`config.mk`:
```
export PLATFORM = sky130hd
export DESIGN_NAME = zbt_arbiter_flat
export DESIGN_NICKNAME = d
export VERILOG_FILES = /design/src/rtl/zbt_arbiter_if.sv /design/src/rtl/zbt_arbiter.sv /design/src/flat_wrapper.sv
export SDC_FILE = /design/constraint.sdc
export NUM_CORES = 1
export LEC_CHECK = 0
export CORE_AREA = 2 2 161 163
export CTS_BUF_LIST = sky130_fd_sc_hd__clkbuf_16
export DETAILED_ROUTE_END_ITERATION = 8
export DIE_AREA = 0 0 163 165
export PLACE_DENSITY = 0.78
export SETUP_SLACK_MARGIN = 0.2
export SLEW_MARGIN = 20
export SYNTH_ARGS = -nofsm -noshare
export SYNTH_HDL_FRONTEND = slang
export SYNTH_SLANG_ARGS = --single-unit
```
`constraint.sdc`:
```
create_clock -name clk -period 5.9 [get_ports clk]
set_input_delay 1.18 -clock clk [delete_from_list [all_inputs] [get_ports clk]]
set_output_delay 1.18 -clock clk [all_outputs]
set_load 0.05 [all_outputs]
```
`src/rtl/zbt_arbiter_if.sv`:
```
// Bus bundle for the ZBT arbiter: NTSC write strobe, VGA and tracker read
// ports, and the single-ported ZBT SRAM side.
interface zbt_arbiter_if;
  logic        ntsc_we;
  logic [18:0] ntsc_addr;
  logic [35:0] ntsc_data;

  logic        vga_req;
  logic [18:0] vga_addr;
  logic        vga_ack;
  logic        vga_valid;
  logic [35:0] vga_data;

  logic        trk_req;
  logic [18:0] trk_addr;
  logic        trk_ack;
  logic        trk_valid;
  logic [35:0] trk_data;

  logic [18:0] zbt_addr;
  logic        zbt_we;
  logic [35:0] zbt_wdata;
  logic [35:0] zbt_rdata;

  logic        ntsc_overflow;

  // Arbiter side
  modport slave (
    input  ntsc_we, ntsc_addr, ntsc_data,
    input  vga_req, vga_addr,
    input  trk_req, trk_addr,
    input  zbt_rdata,
    output vga_ack, vga_valid, vga_data,
    output trk_ack, trk_valid, trk_data,
    output zbt_addr, zbt_we, zbt_wdata,
    output ntsc_overflow
  );

  // Requester / memory side
  modport master (
    output ntsc_we, ntsc_addr, ntsc_data,
    output vga_req, vga_addr,
    output trk_req, trk_addr,
    output zbt_rdata,
    input  vga_ack, vga_valid, vga_data,
    input  trk_ack, trk_valid, trk_data,
    input  zbt_addr, zbt_we, zbt_wdata,
    input  ntsc_overflow
  );
endinterface

```
`src/rtl/zbt_arbiter.sv`:
```
// ZBT SRAM arbiter: one access per cycle shared between a buffered NTSC
// write stream and two read ports (VGA display, tracker). VGA has priority,
// but a pending NTSC write is forced through after STARVE_MAX lost cycles.
// Read returns are steered by a tag pipeline matched to the SRAM latency.
module zbt_arbiter #(
  parameter int RD_LAT     = 2,
  parameter int STARVE_MAX = 8
) (
  input logic          clk,
  input logic          reset_n,
  zbt_arbiter_if.slave bus
);

  localparam int SW = (STARVE_MAX < 1) ? 1 : $clog2(STARVE_MAX + 1);
  localparam logic [SW-1:0] STARVE_LIM = SW'(STARVE_MAX);

  localparam logic [1:0] TAG_NONE = 2'd0;
  localparam logic [1:0] TAG_VGA  = 2'd1;
  localparam logic [1:0] TAG_TRK  = 2'd2;

  typedef enum logic [1:0] {
    GNT_NONE = 2'd0,
    GNT_VGA  = 2'd1,
    GNT_NTSC = 2'd2,
    GNT_TRK  = 2'd3
  } gnt_e;

  // NTSC write FIFO, entry = {addr, data}
  logic [54:0]   r_fifo_mem [0:1];
  logic          r_fifo_wptr;
  logic          r_fifo_rptr;
  logic [1:0]    r_fifo_cnt;

  logic [SW-1:0] r_starve_cnt;
  logic          r_overflow;

  logic [18:0]   r_zbt_addr;
  logic          r_zbt_we;
  logic [35:0]   r_zbt_wdata;

  // Stage 0 is aligned with zbt_addr; stage RD_LAT sees zbt_rdata
  logic [1:0]    r_tag   [0:RD_LAT];
  logic [35:0]   r_wpipe [0:RD_LAT-1];
  logic          r_wvld  [0:RD_LAT-1];

  logic          r_vga_valid;
  logic          r_trk_valid;
  logic [35:0]   r_vga_data;
  logic [35:0]   r_trk_data;

  gnt_e          w_gnt;
  logic          w_fifo_ne;
  logic          w_fifo_full;
  logic          w_push;
  logic          w_pop;
  logic [54:0]   w_head;
  logic [SW-1:0] w_starve_nxt;
  logic [1:0]    w_tag_in;

  assign w_fifo_ne   = (r_fifo_cnt != 2'd0);
  assign w_fifo_full = (r_fifo_cnt == 2'd2);
  assign w_head      = r_fifo_mem[r_fifo_rptr];
  assign w_pop       = (w_gnt == GNT_NTSC);
  // A full FIFO still accepts a push when the head leaves in the same cycle
  assign w_push      = bus.ntsc_we & (~w_fifo_full | w_pop);

  assign bus.zbt_addr      = r_zbt_addr;
  assign bus.zbt_we        = r_zbt_we;
  assign bus.zbt_wdata     = r_zbt_wdata;
  assign bus.vga_valid     = r_vga_valid;
  assign bus.vga_data      = r_vga_data;
  assign bus.trk_valid     = r_trk_valid;
  assign bus.trk_data      = r_trk_data;
  assign bus.ntsc_overflow = r_overflow;

  // Pick this cycle's single winner: starved NTSC, then VGA, NTSC, tracker
  always_comb begin
    w_gnt = GNT_NONE;
    if (w_fifo_ne && (r_starve_cnt == STARVE_LIM)) begin
      w_gnt = GNT_NTSC;
    end else if (bus.vga_req) begin
      w_gnt = GNT_VGA;
    end else if (w_fifo_ne) begin
      w_gnt = GNT_NTSC;
    end else if (bus.trk_req) begin
      w_gnt = GNT_TRK;
    end else begin
      w_gnt = GNT_NONE;
    end
  end

  // Count cycles a waiting NTSC write loses to VGA, saturating at the limit
  always_comb begin
    w_starve_nxt = r_starve_cnt;
    if (!w_fifo_ne || (w_gnt == GNT_NTSC)) begin
      w_starve_nxt = '0;
    end else if ((w_gnt == GNT_VGA) && (r_starve_cnt != STARVE_LIM)) begin
      w_starve_nxt = r_starve_cnt + SW'(1);
    end else begin
      w_starve_nxt = r_starve_cnt;
    end
  end

  // Same-cycle grant pulses, forced low while reset is held
  always_comb begin
    bus.vga_ack = 1'b0;
    bus.trk_ack = 1'b0;
    if (reset_n) begin
      bus.vga_ack = (w_gnt == GNT_VGA);
      bus.trk_ack = (w_gnt == GNT_TRK);
    end else begin
      bus.vga_ack = 1'b0;
      bus.trk_ack = 1'b0;
    end
  end

  // Tag recording which read port owns the access being issued
  always_comb begin
    case (w_gnt)
      GNT_VGA: w_tag_in = TAG_VGA;
      GNT_TRK: w_tag_in = TAG_TRK;
      default: w_tag_in = TAG_NONE;
    endcase
  end

  // Two-entry NTSC write FIFO
  always_ff @(posedge clk or negedge reset_n) begin
    if (!reset_n) begin
      r_fifo_mem[0] <= '0;
      r_fifo_mem[1] <= '0;
      r_fifo_wptr   <= 1'b0;
      r_fifo_rptr   <= 1'b0;
      r_fifo_cnt    <= 2'd0;
    end else begin
      if (w_push) begin
        r_fifo_mem[r_fifo_wptr] <= {bus.ntsc_addr, bus.ntsc_data};
        r_fifo_wptr             <= ~r_fifo_wptr;
      end
      if (w_pop) begin
        r_fifo_rptr <= ~r_fifo_rptr;
      end
      case ({w_push, w_pop})
        2'b10:   r_fifo_cnt <= r_fifo_cnt + 2'd1;
        2'b01:   r_fifo_cnt <= r_fifo_cnt - 2'd1;
        default: r_fifo_cnt <= r_fifo_cnt;
      endcase
    end
  end

  // Starvation counter and sticky overflow flag for dropped NTSC writes
  always_ff @(posedge clk or negedge reset_n) begin
    if (!reset_n) begin
      r_starve_cnt <= '0;
      r_overflow   <= 1'b0;
    end else begin
      r_starve_cnt <= w_starve_nxt;
      if (bus.ntsc_we && !w_push) begin
        r_overflow <= 1'b1;
      end
    end
  end

  // Register the winning address; idle cycles hold the address, drop we
  always_ff @(posedge clk or negedge reset_n) begin
    if (!reset_n) begin
      r_zbt_addr <= '0;
      r_zbt_we   <= 1'b0;
    end else begin
      case (w_gnt)
        GNT_VGA: begin
          r_zbt_addr <= bus.vga_addr;
          r_zbt_we   <= 1'b0;
        end
        GNT_TRK: begin
          r_zbt_addr <= bus.trk_addr;
          r_zbt_we   <= 1'b0;
        end
        GNT_NTSC: begin
          r_zbt_addr <= w_head[54:36];
          r_zbt_we   <= 1'b1;
        end
        default: begin
          r_zbt_addr <= r_zbt_addr;
          r_zbt_we   <= 1'b0;
        end
      endcase
    end
  end

  // Read-owner tag pipeline, cleared on reset so in-flight reads vanish
  always_ff @(posedge clk or negedge reset_n) begin
    if (!reset_n) begin
      for (int i = 0; i <= RD_LAT; i++) begin
        r_tag[i] <= TAG_NONE;
      end
    end else begin
      r_tag[0] <= w_tag_in;
      for (int i = 1; i <= RD_LAT; i++) begin
        r_tag[i] <= r_tag[i-1];
      end
    end
  end

  // Write-data pipeline: data reaches zbt_wdata RD_LAT cycles after zbt_we
  always_ff @(posedge clk or negedge reset_n) begin
    if (!reset_n) begin
      for (int i = 0; i < RD_LAT; i++) begin
        r_wpipe[i] <= '0;
        r_wvld[i]  <= 1'b0;
      end
      r_zbt_wdata <= '0;
    end else begin
      r_wpipe[0] <= w_head[35:0];
      r_wvld[0]  <= w_pop;
      for (int i = 1; i < RD_LAT; i++) begin
        r_wpipe[i] <= r_wpipe[i-1];
        r_wvld[i]  <= r_wvld[i-1];
      end
      if (r_wvld[RD_LAT-1]) begin
        r_zbt_wdata <= r_wpipe[RD_LAT-1];
      end
    end
  end

  // Steer returning read data to the port named by the exiting tag
  always_ff @(posedge clk or negedge reset_n) begin
    if (!reset_n) begin
      r_vga_valid <= 1'b0;
      r_trk_valid <= 1'b0;
      r_vga_data  <= '0;
      r_trk_data  <= '0;
    end else begin
      r_vga_valid <= (r_tag[RD_LAT] == TAG_VGA);
      r_trk_valid <= (r_tag[RD_LAT] == TAG_TRK);
      if (r_tag[RD_LAT] == TAG_VGA) begin
        r_vga_data <= bus.zbt_rdata;
      end
      if (r_tag[RD_LAT] == TAG_TRK) begin
        r_trk_data <= bus.zbt_rdata;
      end
    end
  end

endmodule

```
`src/flat_wrapper.sv`:
```
// flat-port wrapper written by rule: the top's interface ports become plain ports
module zbt_arbiter_flat 
#(
  parameter int RD_LAT     = 2,
  parameter int STARVE_MAX = 8
)
  (clk, reset_n, bus_ntsc_we, bus_ntsc_addr, bus_ntsc_data, bus_vga_req, bus_vga_addr, bus_trk_req, bus_trk_addr, bus_zbt_rdata, bus_vga_ack, bus_vga_valid, bus_vga_data, bus_trk_ack, bus_trk_valid, bus_trk_data, bus_zbt_addr, bus_zbt_we, bus_zbt_wdata, bus_ntsc_overflow);
  zbt_arbiter_if bus_i ();
  input logic clk;
  input logic reset_n;
  input wire logic [$bits(bus_i.ntsc_we)-1:0] bus_ntsc_we;
  input wire logic [$bits(bus_i.ntsc_addr)-1:0] bus_ntsc_addr;
  input wire logic [$bits(bus_i.ntsc_data)-1:0] bus_ntsc_data;
  input wire logic [$bits(bus_i.vga_req)-1:0] bus_vga_req;
  input wire logic [$bits(bus_i.vga_addr)-1:0] bus_vga_addr;
  input wire logic [$bits(bus_i.trk_req)-1:0] bus_trk_req;
  input wire logic [$bits(bus_i.trk_addr)-1:0] bus_trk_addr;
  input wire logic [$bits(bus_i.zbt_rdata)-1:0] bus_zbt_rdata;
  output wire logic [$bits(bus_i.vga_ack)-1:0] bus_vga_ack;
  output wire logic [$bits(bus_i.vga_valid)-1:0] bus_vga_valid;
  output wire logic [$bits(bus_i.vga_data)-1:0] bus_vga_data;
  output wire logic [$bits(bus_i.trk_ack)-1:0] bus_trk_ack;
  output wire logic [$bits(bus_i.trk_valid)-1:0] bus_trk_valid;
  output wire logic [$bits(bus_i.trk_data)-1:0] bus_trk_data;
  output wire logic [$bits(bus_i.zbt_addr)-1:0] bus_zbt_addr;
  output wire logic [$bits(bus_i.zbt_we)-1:0] bus_zbt_we;
  output wire logic [$bits(bus_i.zbt_wdata)-1:0] bus_zbt_wdata;
  output wire logic [$bits(bus_i.ntsc_overflow)-1:0] bus_ntsc_overflow;
  assign bus_i.ntsc_we = bus_ntsc_we;
  assign bus_i.ntsc_addr = bus_ntsc_addr;
  assign bus_i.ntsc_data = bus_ntsc_data;
  assign bus_i.vga_req = bus_vga_req;
  assign bus_i.vga_addr = bus_vga_addr;
  assign bus_i.trk_req = bus_trk_req;
  assign bus_i.trk_addr = bus_trk_addr;
  assign bus_i.zbt_rdata = bus_zbt_rdata;
  assign bus_vga_ack = bus_i.vga_ack;
  assign bus_vga_valid = bus_i.vga_valid;
  assign bus_vga_data = bus_i.vga_data;
  assign bus_trk_ack = bus_i.trk_ack;
  assign bus_trk_valid = bus_i.trk_valid;
  assign bus_trk_data = bus_i.trk_data;
  assign bus_zbt_addr = bus_i.zbt_addr;
  assign bus_zbt_we = bus_i.zbt_we;
  assign bus_zbt_wdata = bus_i.zbt_wdata;
  assign bus_ntsc_overflow = bus_i.ntsc_overflow;
  zbt_arbiter #(.RD_LAT(RD_LAT), .STARVE_MAX(STARVE_MAX)) u_core (.clk(clk), .reset_n(reset_n), .bus(bus_i));
endmodule
```
=== Word level (Yosys, flattened, before mapping) ===
Cells that the tools add are included.

* Register bits: 329
* Input bits: 134
* Memory bits (read-only): 0
* RAM bits: 0
* Memories kept: 0
* Latch bits: 0

* Mux-type cells: 18
* Shifts and indexed selects: 0
* Divide/modulo/power cells: 0
* Multiply operators: 0
* Add/sub/neg operators: 3
* $lt $le $gt $ge: 3
* Bitwise gates (word level): 7
* Equality and inequality tests: 10
* Reduce and logical (&&, ||, !) cells: 11

{| class="wikitable"
|+ Operator list
! operator !! number
|-
| $mux W55 || 4
|-
| $bwmux W110 || 1
|-
| $pmux W19 S3 || 1
|-
| $demux W55 S1 || 1
|-
| $eq A2 B2 Y1 const B || 5
|-
| $mux W2 || 4
|-
| $mux W4 || 2
|-
| $pmux W2 S2 || 2
|-
| $eq A2 B1 Y1 const B || 3
|-
| $reduce_bool A2 Y1 || 3
|-
| $add A4 B1 Y4 const B || 1
|-
| $eq A4 B4 Y1 const B || 1
|-
| $ge A2 B2 Y1 const B || 2
|-
| $logic_and A1 B1 Y1 || 4
|-
| $ne A4 B4 Y1 const B || 1
|-
| $not A1 Y2 || 2
|-
| $mux W1 || 3
|-
| $not A1 Y1 || 3
|-
| $reduce_bool A3 Y1 || 1
|-
| $add A2 B1 Y2 const B || 1
|-
| $logic_not A1 Y1 || 2
|-
| $lt A2 B1 Y1 const B || 1
|-
| $sub A2 B1 Y2 const B || 1
|-
| $and A1 B1 Y1 || 1
|-
| other kinds (2) || 2
|}

=== Logic depth before layout (Yosys ltp) ===
Gate-level depths: netlist (run 1).

* Depth in word-level cells: 9
* Gate-level depth with buffers: 10
* Gate-level depth less buffers: 9

=== Worst setup path after synthesis (run 1) ===
Ideal clock, no wire load.

* Path kind: in2out
* Start point: input bus_vga_req
* End point: output bus_trk_ack
* Required time: 4.720 ns
* Stages on the path: 4
* Data arrival time: 2.454 ns
* Setup slack: 2.266 ns
* Cell sequence: buf_2 > or4b_2 > inv_1 > and2_1

* Word-level cells in the longest chain between the ends: 4

{| class="wikitable"
|+ RTL lines
! item !! RTL line !! source
|-
| start: declaration || flat_wrapper.sv:14 || <nowiki>input wire logic [$bits(bus_i.vga_req)-1:0] bus_vga_req;</nowiki>
|-
| $mux W2 || zbt_arbiter.sv:81 || <nowiki>end else if (bus.vga_req) begin</nowiki>
|-
| $mux W2 || zbt_arbiter.sv:79 || <nowiki>if (w_fifo_ne && (r_starve_cnt == STARVE_LIM)) begin</nowiki>
|-
| $eq A2 B2 Y1 || zbt_arbiter.sv:110 || <nowiki>bus.trk_ack = (w_gnt == GNT_TRK);</nowiki>
|-
| $mux W1 || zbt_arbiter.sv:108 || <nowiki>if (reset_n) begin</nowiki>
|-
| end: declaration || flat_wrapper.sv:22 || <nowiki>output wire logic [$bits(bus_i.trk_ack)-1:0] bus_trk_ack;</nowiki>
|}

Every way passes these cells.

=== Final worst setup path (run 1) ===
* Start point: input bus_trk_req
* End point: output bus_trk_ack

* Word-level cells in the longest chain between the ends: 6

{| class="wikitable"
|+ RTL lines
! item !! RTL line !! source
|-
| start: declaration || flat_wrapper.sv:16 || <nowiki>input wire logic [$bits(bus_i.trk_req)-1:0] bus_trk_req;</nowiki>
|-
| $mux W2 || zbt_arbiter.sv:85 || <nowiki>end else if (bus.trk_req) begin</nowiki>
|-
| $mux W2 || zbt_arbiter.sv:83 || <nowiki>end else if (w_fifo_ne) begin</nowiki>
|-
| $mux W2 || zbt_arbiter.sv:81 ||
|-
| $mux W2 || zbt_arbiter.sv:79 ||
|-
| $eq A2 B2 Y1 || zbt_arbiter.sv:110 ||
|-
| $mux W1 || zbt_arbiter.sv:108 ||
|}

Every way passes these cells.

==> impl_metrics.csv, run 1 <==
group,metric,value,unit
sta,finalSetupViolCount,0,
worst_hold_path,holdCritPathClass,"flip-flop to flip-flop",
synthesis,ys_seq_area_frac,0.661,
global_routing,grt_usage,0.195,
clocking,cts_resized,0,
power,intPower,6.15,mW
cells_and_area,nets,1174,
cells_and_area,area_growth,32.3,%
power,power_switching,3.50,mW
sta,rsz0062_at_grt,"false",
sta,max_freq,219,MHz
place,io_buffers,266,
worst_setup_path,cp-startpoint,"bus_trk_req",
worst_setup_path,endpoint_kind,"output pin",
die,rows,58,
cells_and_area,final_core_util,0.656,
worst_setup_path,cp.required,4.72,ns
worst_setup_path,r2r_end,"u_core.r_fifo_mem[20]",
power,vdd_ir_drop_max,0.389,mV
synthesis,netlist_instances,765,
routing,vias_per_cell,5.19,
synthesis,synth_warnings,0,
synthesis,synth_top_cells_by_count,"328 x dfrtp_1, 252 x mux2_2, 36 x a211oi_1",
clocking,clockBufferDepth,3,
die,io_pins,267,
routing,drt_pass1_iterations,4,
global_routing,grt_first_pass_wirelength,41100,µm
worst_setup_path,cp_cell_sequence,"clkdlybuf4s50_1 > or4b_2 > inv_1 > and2_1 > clkdlybuf4s50_1",
worst_setup_path,reg2reg_slack,3.36,ns
sta,min_period,4.58,ns
worst_setup_path,worst_path_max_delay_cell,"clkdlybuf4s50_1",
power,swShare,0.362,
place,place_congestion,0.754,
cells_and_area,multi_input_area,3940,µm²
run_status,status,"completed",
clocking,numCtsBuffers,35,
flow_run,cap_violations,0,
die,die_x,163,µm
worst_setup_path,critPathMaxFanout,3,
clocking,cts_tree,"yes",
global_routing,grt_antenna_before_repair,0,
die,dieArea,26900,µm²
clocking,cts_max_level,2,
synthesis,synthTopCellsByArea,"dfrtp_1 66%, mux2_2 23%, mux2_4 2.4%, a211oi_1 2.2%, o22ai_1 0.96%",
synthesis,synth_edf_count,0,
worst_setup_path,crit_type,"input port to output pin",
die,core,25000,µm²
worst_setup_path,arrival,3.40,ns
sta,slew_headroom,0.335,
clocking,cts.reportedPaths.clkPinSlew,0.06,ns
sta,hold_viol,0,
worst_setup_path,max_stage_delay,0.80,ns
cells_and_area,seq_area,8210,µm²
synthesis,async_reset_ff_frac,1.00,
power,combPwrFrac,0.401,
place,hpwlAfterDp,16600,µm
power,powerDensity,588,nW/µm²
synthesis,avgSynthCellArea,16.2,µm²
global_routing,grt_max_degree,194,
power,leakage,6.92,nW
worst_setup_path,reg2reg_from,"u_core.r_starve_cnt[0]",
routing,final_antenna_net_count,0,
cells_and_area,drive_gt1_frac,0.322,
global_routing,grt_pass1_vias,7757,
synthesis,syn_area,12400,µm²
routing,routed_wl,25600,µm
synthesis,yosysMostFrequentCell,"dfrtp_1",
worst_setup_path,critPathCapture,"bus_trk_ack",
clocking,clk_latency,0.50,ns
routing,vias,7203,
die,start_util,0.496,
synthesis,synth_cell_types,35,
sta,finClkSkew,0.0178,ns
cells_and_area,insertedDiodeCount,0,
synthesis,post-synth-top-area-cell,"dfrtp_1",
routing,drt_iter0_drc,288,
worst_setup_path,worst_setup_path_start_kind,"input port",
worst_setup_path,worst-r2r-cell-count,6,
synthesis,syn_nets,902,
power,power_frac_seq,0.396,
cells_and_area,num-fill-cells,1773,
power,clockPowerShare,0.202,
synthesis,yosysTopAreaCellShare,0.661,
routing,wl_per_cell,18.4,µm
clocking,root_buffer,"clkbuf_16",
synthesis,ys_ff_latch,328,
clocking,postCtsSetupRepairBufs,0,
sta,tns,0,ns
sta,worstMarginPinSlew,0.998,ns
die,die_h,165,µm
synthesis,ys.flop_type,"dfrtp_1",
clocking,cts.sinks,328,
sta,slew_violations,0,
clocking,hold_buffers,0,
routing,drcViolationCount,0,
global_routing,overflow,0,
sta,finalCritPeriodShare,0.776,
worst_setup_path,critPathMostFrequentCell,"clkdlybuf4s50_1",
## cell families (layout without fill, tap and decap cells)
group	Yosys count	in the layout	share of synthesized area
compound gates	62	62	0.0371
fa+ha+maj	3	3	0.00303
flops	328	328	0.661
buf+inv	52	345	0.0226
simple gates	40	40	0.0170
mux	273	273	0.254
xor+xnor	7	7	0.00494
## area by class of cell
class | instances | share of cell area
timing repair buffer | 278 | 0.171
clock inverter | 23 | 0.00785
multi-input combinational | 385 | 0.240
inverter | 9 | 0.00206
sequential | 328 | 0.500
tap | 330 | 0.0252
clock buffer | 35 | 0.0534
## layout by cell type, fill, tap and decap left out, types with 2 or more instances in the layout
cell type          n
mux2_4            20
clkdlybuf4s50_1  265
clkbuf_16         35
buf_4              8
ha_1               3
buf_12             3
xor2_1             3
clkinv_2           9
a211oi_1          36
xnor2_1            4
and2_1             2
dfrtp_2            2
nand2_1            2
mux2_2           252
nor3_1             3
inv_1             14
o22ai_1           19
nor2_1            21
nand3_1            2
clkinv_1           7
dfrtp_1          326
## worst max-delay path, delay by kind of cell
| family | cells | cell delay (ns) |
|---|---|---|
| buf+inv | 3 | 1.40 |
| simple gates | 2 | 0.81 |
## routing by layer
layer  GRT usage  share of wire  vias up
li1            -              -     3275
met1       0.246           0.42     3648
met2       0.332           0.48      240
met3      0.0560          0.079       40
met4      0.0511          0.019        0
met5           0              0        -
## sequential cells by signal, indices dropped and copies added (netlist names), 2 cells and up
name                  cells
u_core.bus.trk_data      36
u_core.bus.vga_data      36
u_core.bus.zbt_addr      19
u_core.bus.zbt_wdata     36
u_core.r_fifo_cnt         2
u_core.r_fifo_mem       110
u_core.r_starve_cnt       4
u_core.r_tag              6
u_core.r_wpipe           72
u_core.r_wvld             2
## power by group through the flow
stage / Clock (mW) / Combinational, mW / Sequential, mW
final: 1.95 / 3.87 / 3.82
after global routing: 2.11 / 4.09 / 3.96
after CTS: 2.00 / 3.91 / 3.84
after detailed placement: 0 / 3.90 / 3.87
after global placement: 0 / 3.82 / 3.81
after floorplan: 0 / 1.53 / 4.95
## metrics by stage
step,setup WS [ns],power [mW],instance area (µm²),hold slack [ns],instances
6_report,1.32,9.65,16400,0.346,1388
5_1_grt,1.24,10.1,16400,0.356,1388
4_1_cts,1.31,9.75,16400,0.333,1386
3_5_place_dp,1.32,7.76,15400,0.335,1328
3_3_place_gp,1.32,7.64,15400,0.331,1328
2_1_floorplan,2.27,6.48,12400,0.331,765
## worst min path at each step
| stage | from | endpoint | slack [ns] | cells after the start |
|---|---|---|---|---|
| 6_report | u_core.r_wpipe[57] | u_core.r_wpipe[21] | 0.35 | 0 |
| 3_3_place_gp | u_core.r_wpipe[63] | u_core.r_wpipe[27] | 0.33 | 0 |
| 2_1_floorplan | u_core.r_tag[2] | u_core.r_tag[0] | 0.33 | 0 |
| 4_1_cts | u_core.r_wpipe[44] | u_core.r_wpipe[8] | 0.33 | 0 |
| 5_1_grt | u_core.r_wpipe[70] | u_core.r_wpipe[34] | 0.36 | 0 |
| 3_5_place_dp | u_core.r_wpipe[48] | u_core.r_wpipe[12] | 0.33 | 0 |
Note: power is estimated with default switching activity, not from simulation.
==> run 2: changes to the inputs <==
Settings changed: CORE_AREA 2 2 161 163 to 2 2 168 170, DIE_AREA 0 0 163 165 to 0 0 170 172, PLACE_DENSITY 0.78 to 0.75.
Clock period 5.9 ns to 4.17 ns, I/O delays scaled along.
==> run 2 against run 1 <==
Net effect:
- setup slack got worse by 0.44 ns
- critical path depth did not move
- global-route usage shrank 1.9 points
- count of clock-buffer cells in the layout is the same
- via count is 0.79% lower
- critical path type unchanged
- sequential share of layout area down 0.12 points
- register-to-register slack lost 1.7 ns
- largest cell class unchanged
==> impl_metrics.csv, run 2 (synthesis gave the netlist of run 1 again) <==
group,metric,value,unit
worst_hold_path,holdCritPathClass,"input port to asynchronous set/reset pin",
cells_and_area,num-fill-cells,2114,
clocking,hold_buffers,0,
routing,vias,7146,
sta,worstMarginPinSlew,1.08,ns
clocking,cts.sinks,328,
cells_and_area,insertedDiodeCount,0,
worst_setup_path,critPathMaxFanout,3,
clocking,clockBufferDepth,3,
cells_and_area,regMostFlops,"u_core.r_fifo_mem",
clocking,numCtsBuffers,35,
routing,wl_per_cell,18.3,µm
sta,hold_viol,0,
worst_setup_path,arrival,2.45,ns
power,leakage,6.94,nW
run_status,status,"completed",
clocking,clk_latency,0.50,ns
cells_and_area,largest_reg_flops,110,
sta,min_period,3.28,ns
clocking,cts_max_level,2,
die,die_x,170,µm
sta,finClkSkew,0.0268,ns
worst_setup_path,path_buf_inv,3,
cells_and_area,drive_gt1_frac,0.324,
worst_setup_path,cp_cell_sequence,"clkdlybuf4s50_1 > or4b_2 > inv_1 > and2_1 > buf_12",
sta,finalSetupViolCount,0,
clocking,cts_resized,0,
place,place_congestion,0.762,
sta,rsz0062_at_grt,"false",
worst_setup_path,max_stage_delay,0.67,ns
place,hpwlAfterDp,16800,µm
die,dieArea,29200,µm²
die,die_h,172,µm
cells_and_area,reg_top3,"u_core.r_fifo_mem (110), u_core.r_wpipe (72)",
place,io_buffers,266,
worst_setup_path,worst-r2r-cell-count,6,
die,core,27500,µm²
global_routing,grt_first_pass_wirelength,40700,µm
worst_setup_path,worst_path_max_delay_cell,"or4b_2",
worst_setup_path,cp_num_cells,5,
sta,tns,0,ns
routing,drt_iter0_drc,286,
cells_and_area,area_growth,32.6,%
routing,routed_wl,25600,µm
clocking,postCtsSetupRepairBufs,0,
power,vdd_ir_drop_max,0.430,mV
routing,vias_per_cell,5.09,
cells_and_area,final_cell_mix,"326 x dfrtp_1, 263 x clkdlybuf4s50_1, 252 x mux2_2",
sta,slew_headroom,0.276,
clocking,root_buffer,"clkbuf_16",
die,start_util,0.452,
sta,slew_violations,0,
global_routing,overflow,0,
routing,drcViolationCount,0,
global_routing,grt_max_degree,170,
worst_setup_path,cp.required,3.34,ns
global_routing,grt_usage,0.176,
worst_setup_path,worst_setup_path_start_kind,"input port",
cells_and_area,nets,1173,
clocking,cts_tree,"yes",
die,io_pins,267,
global_routing,grt_antenna_before_repair,0,
clocking,cts.reportedPaths.clkPinSlew,0.05,ns
die,rows,61,
power,finalPower,13.7,mW
global_routing,grt_pass1_vias,7720,
worst_setup_path,endpoint_kind,"output pin",
routing,final_antenna_net_count,0,
flow_run,cap_violations,0,
worst_setup_path,cp_top_family,"simple AND/OR/NAND/NOR gates",
worst_setup_path,crit_type,"input port to output pin",
cells_and_area,layout_commonest_cell,"dfrtp_1",
routing,drt_pass1_iterations,4,
sta,max_freq,305,MHz
sta,finalCritPeriodShare,0.787,
power,powerDensity,833,nW/µm²
run 2: cell types whose count changed in the layout (fill, tap and decap cells not counted):
cell / delta
buf_4: +1
clkinvlp_4: +1
clkinv_4: +2
clkinv_1: -4
clkdlybuf4s50_1: -2
inv_1: +4
clkinv_2: -3
buf_16: -1
bufinv_16: +1
buf_12: +1
run 2: routing by layer:
metal,global-route usage,vias to the layer above,part of all wire
li1,-,3270,-
met1,0.221,3598,0.42
met2,0.300,242,0.48
met3,0.0524,36,0.081
met4,0.0465,0,0.019
met5,0,-,0
run 2: stage by stage:
step                      instances  hold slack, ns  instance area [µm²]  utilization  setup WS [ns]
final                          1404           0.300                16500        0.599          0.888
after global routing           1404           0.324                16500        0.599          0.836
after CTS                      1404           0.301                16500        0.599          0.878
after detailed placement       1345           0.335                15400        0.561          0.878
after global placement         1345           0.332                15400        0.561          0.881
after floorplan                 765           0.331                12400            -           1.23
run 2: final cells by class:
class / instances / area (µm²) / share of cell area
Inverter: 9 / 33.8 / 0.00205
Timing Repair Buffer: 277 / 2800 / 0.170
Multi-Input combinational cell: 385 / 3940 / 0.239
Sequential cell: 328 / 8210 / 0.499
Tap cell: 346 / 433 / 0.0263
Clock buffer: 35 / 876 / 0.0532
Clock inverter: 24 / 169 / 0.0103
run 2: final timing paths:
| check | startpoint | end | slack (ns) |
|---|---|---|---|
| hold / removal | reset_n | u_core.bus.trk_data[10] | 0.30 |
| hold reg to reg | u_core.r_wpipe[40] | u_core.r_wpipe[4] | 0.33 |
| max in group asynchronous | reset_n | u_core.r_fifo_rptr | 2.55 |
| min in group clk | u_core.r_wpipe[40] | u_core.r_wpipe[4] | 0.33 |
| setup reg to reg | u_core.r_starve_cnt[0] | u_core.r_fifo_mem[70] | 1.69 |
| setup / recovery | bus_vga_req | bus_trk_ack | 0.89 |
run 2: power by group:
| part | switching (mW) | internal (mW) |
|---|---|---|
| logic | 2.98 | 2.47 |
| registers | 0.772 | 4.65 |
| clock network | 1.19 | 1.65 |
| total | 4.95 | 8.77 |
==> run 3: changes to the inputs <==
Settings changed: CORE_AREA 2 2 168 170 to 2 2 161 163, DIE_AREA 0 0 170 172 to 0 0 163 165, PLACE_DENSITY 0.75 to 0.78.
Clock period 4.17 ns to 3.2 ns, I/O delays scaled along.
==> run 3 against run 2 <==
Net effect:
- wire length decreased by 1.0%
- combinational power increased by 30%
- design area increased by 0.49%
- setup slack got worse by 0.56 ns
- critical path depth unchanged
- sequential power increased by 31%
- worst hold slack improved by 0.046 ns
- global-route usage increased by 1.5 points
- via count increased by 0.21%
- cell count decreased by 0.64%
- critical path type unchanged
- largest power group unchanged
- highest routed layer is now met5
==> impl_metrics.csv, run 3 (synthesis gave the netlist of run 1 again) <==
group,metric,value,unit
routing,vias,7161,
worst_setup_path,critPathMaxFanout,3,
sta,min_period,2.87,ns
flow_run,cap_violations,0,
power,swShare,0.358,
routing,final_antenna_net_count,0,
cells_and_area,fin_cells,1395,
power,vdd_ir_drop_max,0.670,mV
run_status,status,"completed",
routing,drt_iter0_drc,555,
worst_setup_path,endpoint_kind,"output pin",
die,core,25000,µm²
power,power_switching,6.46,mW
die,io_pins,267,
clocking,cts_max_level,2,
clocking,postCtsSetupRepairBufs,0,
global_routing,grt_pass1_vias,7549,
sta,rsz0062_at_grt,"false",
clocking,numCtsBuffers,35,
cells_and_area,final_cell_mix,"326 x dfrtp_1, 263 x clkdlybuf4s50_1, 252 x mux2_2",
cells_and_area,layout_commonest_cell,"dfrtp_1",
sta,worstMarginPinSlew,1.00,ns
power,leakage,6.99,nW
power,clockPowerShare,0.213,
clocking,cts.reportedPaths.clkPinSlew,0.06,ns
die,die_h,165,µm
clocking,clk_latency,0.51,ns
worst_hold_path,holdCritPathClass,"flip-flop to flip-flop",
worst_setup_path,worst_setup_path_start_kind,"input port",
global_routing,grt_first_pass_wirelength,40300,µm
routing,vias_per_cell,5.13,
die,start_util,0.496,
place,place_congestion,0.776,
routing,wl_per_cell,18.2,µm
power,combPwrFrac,0.394,
global_routing,grt_usage,0.191,
clocking,cts_tree,"yes",
worst_setup_path,crit_type,"input port to output pin",
clocking,clockBufferDepth,3,
sta,whs,0.346,ns
clocking,root_buffer,"clkbuf_16",
worst_setup_path,cp.required,2.56,ns
sta,slew_headroom,0.331,
place,dpl_worst_slack,0.321,ns
sta,max_freq,348,MHz
place,io_buffers,266,
sta,finalCritPeriodShare,0.898,
sta,setup_slack,0.326,ns
sta,tns,0,ns
place,hpwlAfterDp,16800,µm
global_routing,grt_antenna_before_repair,1,
worst_setup_path,arrival,2.23,ns
routing,routed_wl,25400,µm
cells_and_area,reg_top3,"u_core.r_fifo_mem (110), u_core.r_wpipe (72)",
sta,finalSetupViolCount,0,
routing,drcViolationCount,0,
routing,drt_pass1_iterations,4,
cells_and_area,nets,1177,
cells_and_area,regMostFlops,"u_core.r_fifo_mem",
power,intPower,11.6,mW
cells_and_area,drive_gt1_frac,0.323,
die,die_x,163,µm
die,rows,58,
sta,finClkSkew,0.0137,ns
sta,hold_viol,0,
cells_and_area,insertedDiodeCount,0,
place,dp.cells,1332,
global_routing,overflow,0,
sta,slew_violations,0,
die,dieArea,26900,µm²
clocking,cts_resized,0,
cells_and_area,largest_reg_flops,110,
clocking,hold_buffers,1,
power,power_frac_seq,0.393,
global_routing,grt_max_degree,175,
power,powerDensity,1090,nW/µm²
cells_and_area,area_growth,33.3,%
cells_and_area,final_core_util,0.660,
clocking,cts.sinks,328,
-- run 3: changes by cell type in the layout (fill, tap and decap cells not counted), moves of 2 or more --
cell / change
clkinv_2: -2
clkinv_1: +3
clkinv_4: -2
inv_1: +2
buf_4: +2
-- run 3: final timing paths --
kind                                         from                 endpoint  cells past startpoint  slack [ns]
max                                   bus_trk_req              bus_trk_ack                      5        0.33
max reg2reg                u_core.r_starve_cnt[0]    u_core.r_fifo_mem[69]                      6        0.84
min                            u_core.r_wpipe[65]       u_core.r_wpipe[29]                      0        0.35
max in group asynchronous                 reset_n       u_core.r_fifo_rptr                      3        1.50
min in group asynchronous                 reset_n  u_core.bus.trk_data[10]                      2        0.53
min reg2reg                    u_core.r_wpipe[65]       u_core.r_wpipe[29]                      0        0.35
-- run 3: power by group through the flow --
stage	clock network [mW]	registers, mW	logic, mW
6_report	3.84	7.09	7.11
5_1_grt	4.14	7.32	7.50
2_1_floorplan	0	9.12	2.82
3_3_place_gp	0	7.06	7.05
3_5_place_dp	0	7.17	7.17
4_1_cts	3.95	7.12	7.19
-- run 3: layout make-up --
type / instances / area (µm²)
sequential: 328 / 8210
timing repair buffer: 281 / 2840
inverter: 9 / 33.8
clock inverter: 26 / 199
clock buffer: 36 / 901
tap: 330 / 413
multi-input combinational: 385 / 3940
fill: 1791 / 8500
-- run 3: stage by stage --
step	instance area (µm²)	power, mW
3_5_place_dp	15400	14.3
3_3_place_gp	15400	14.1
5_1_grt	16500	19.0
6_report	16500	18.0
2_1_floorplan	12400	11.9
4_1_cts	16500	18.3
-- run 3: worst max-delay path, cell delays in order --
cell             delay, ns
clkdlybuf4s50_1       0.50
or4b_2                0.66
inv_1                 0.10
and2_1                0.19
buf_12                0.15
-- run 3: metal layers --
| metal | GRT usage | part of all wire | wire length [µm] |
|---|---|---|---|
| met1 | 0.244 | 0.42 | 10700 |
| met2 | 0.323 | 0.48 | 12200 |
| met3 | 0.0560 | 0.078 | 1990 |
| met4 | 0.0491 | 0.017 | 429 |
| met5 | 0 | 0.00063 | 16 |
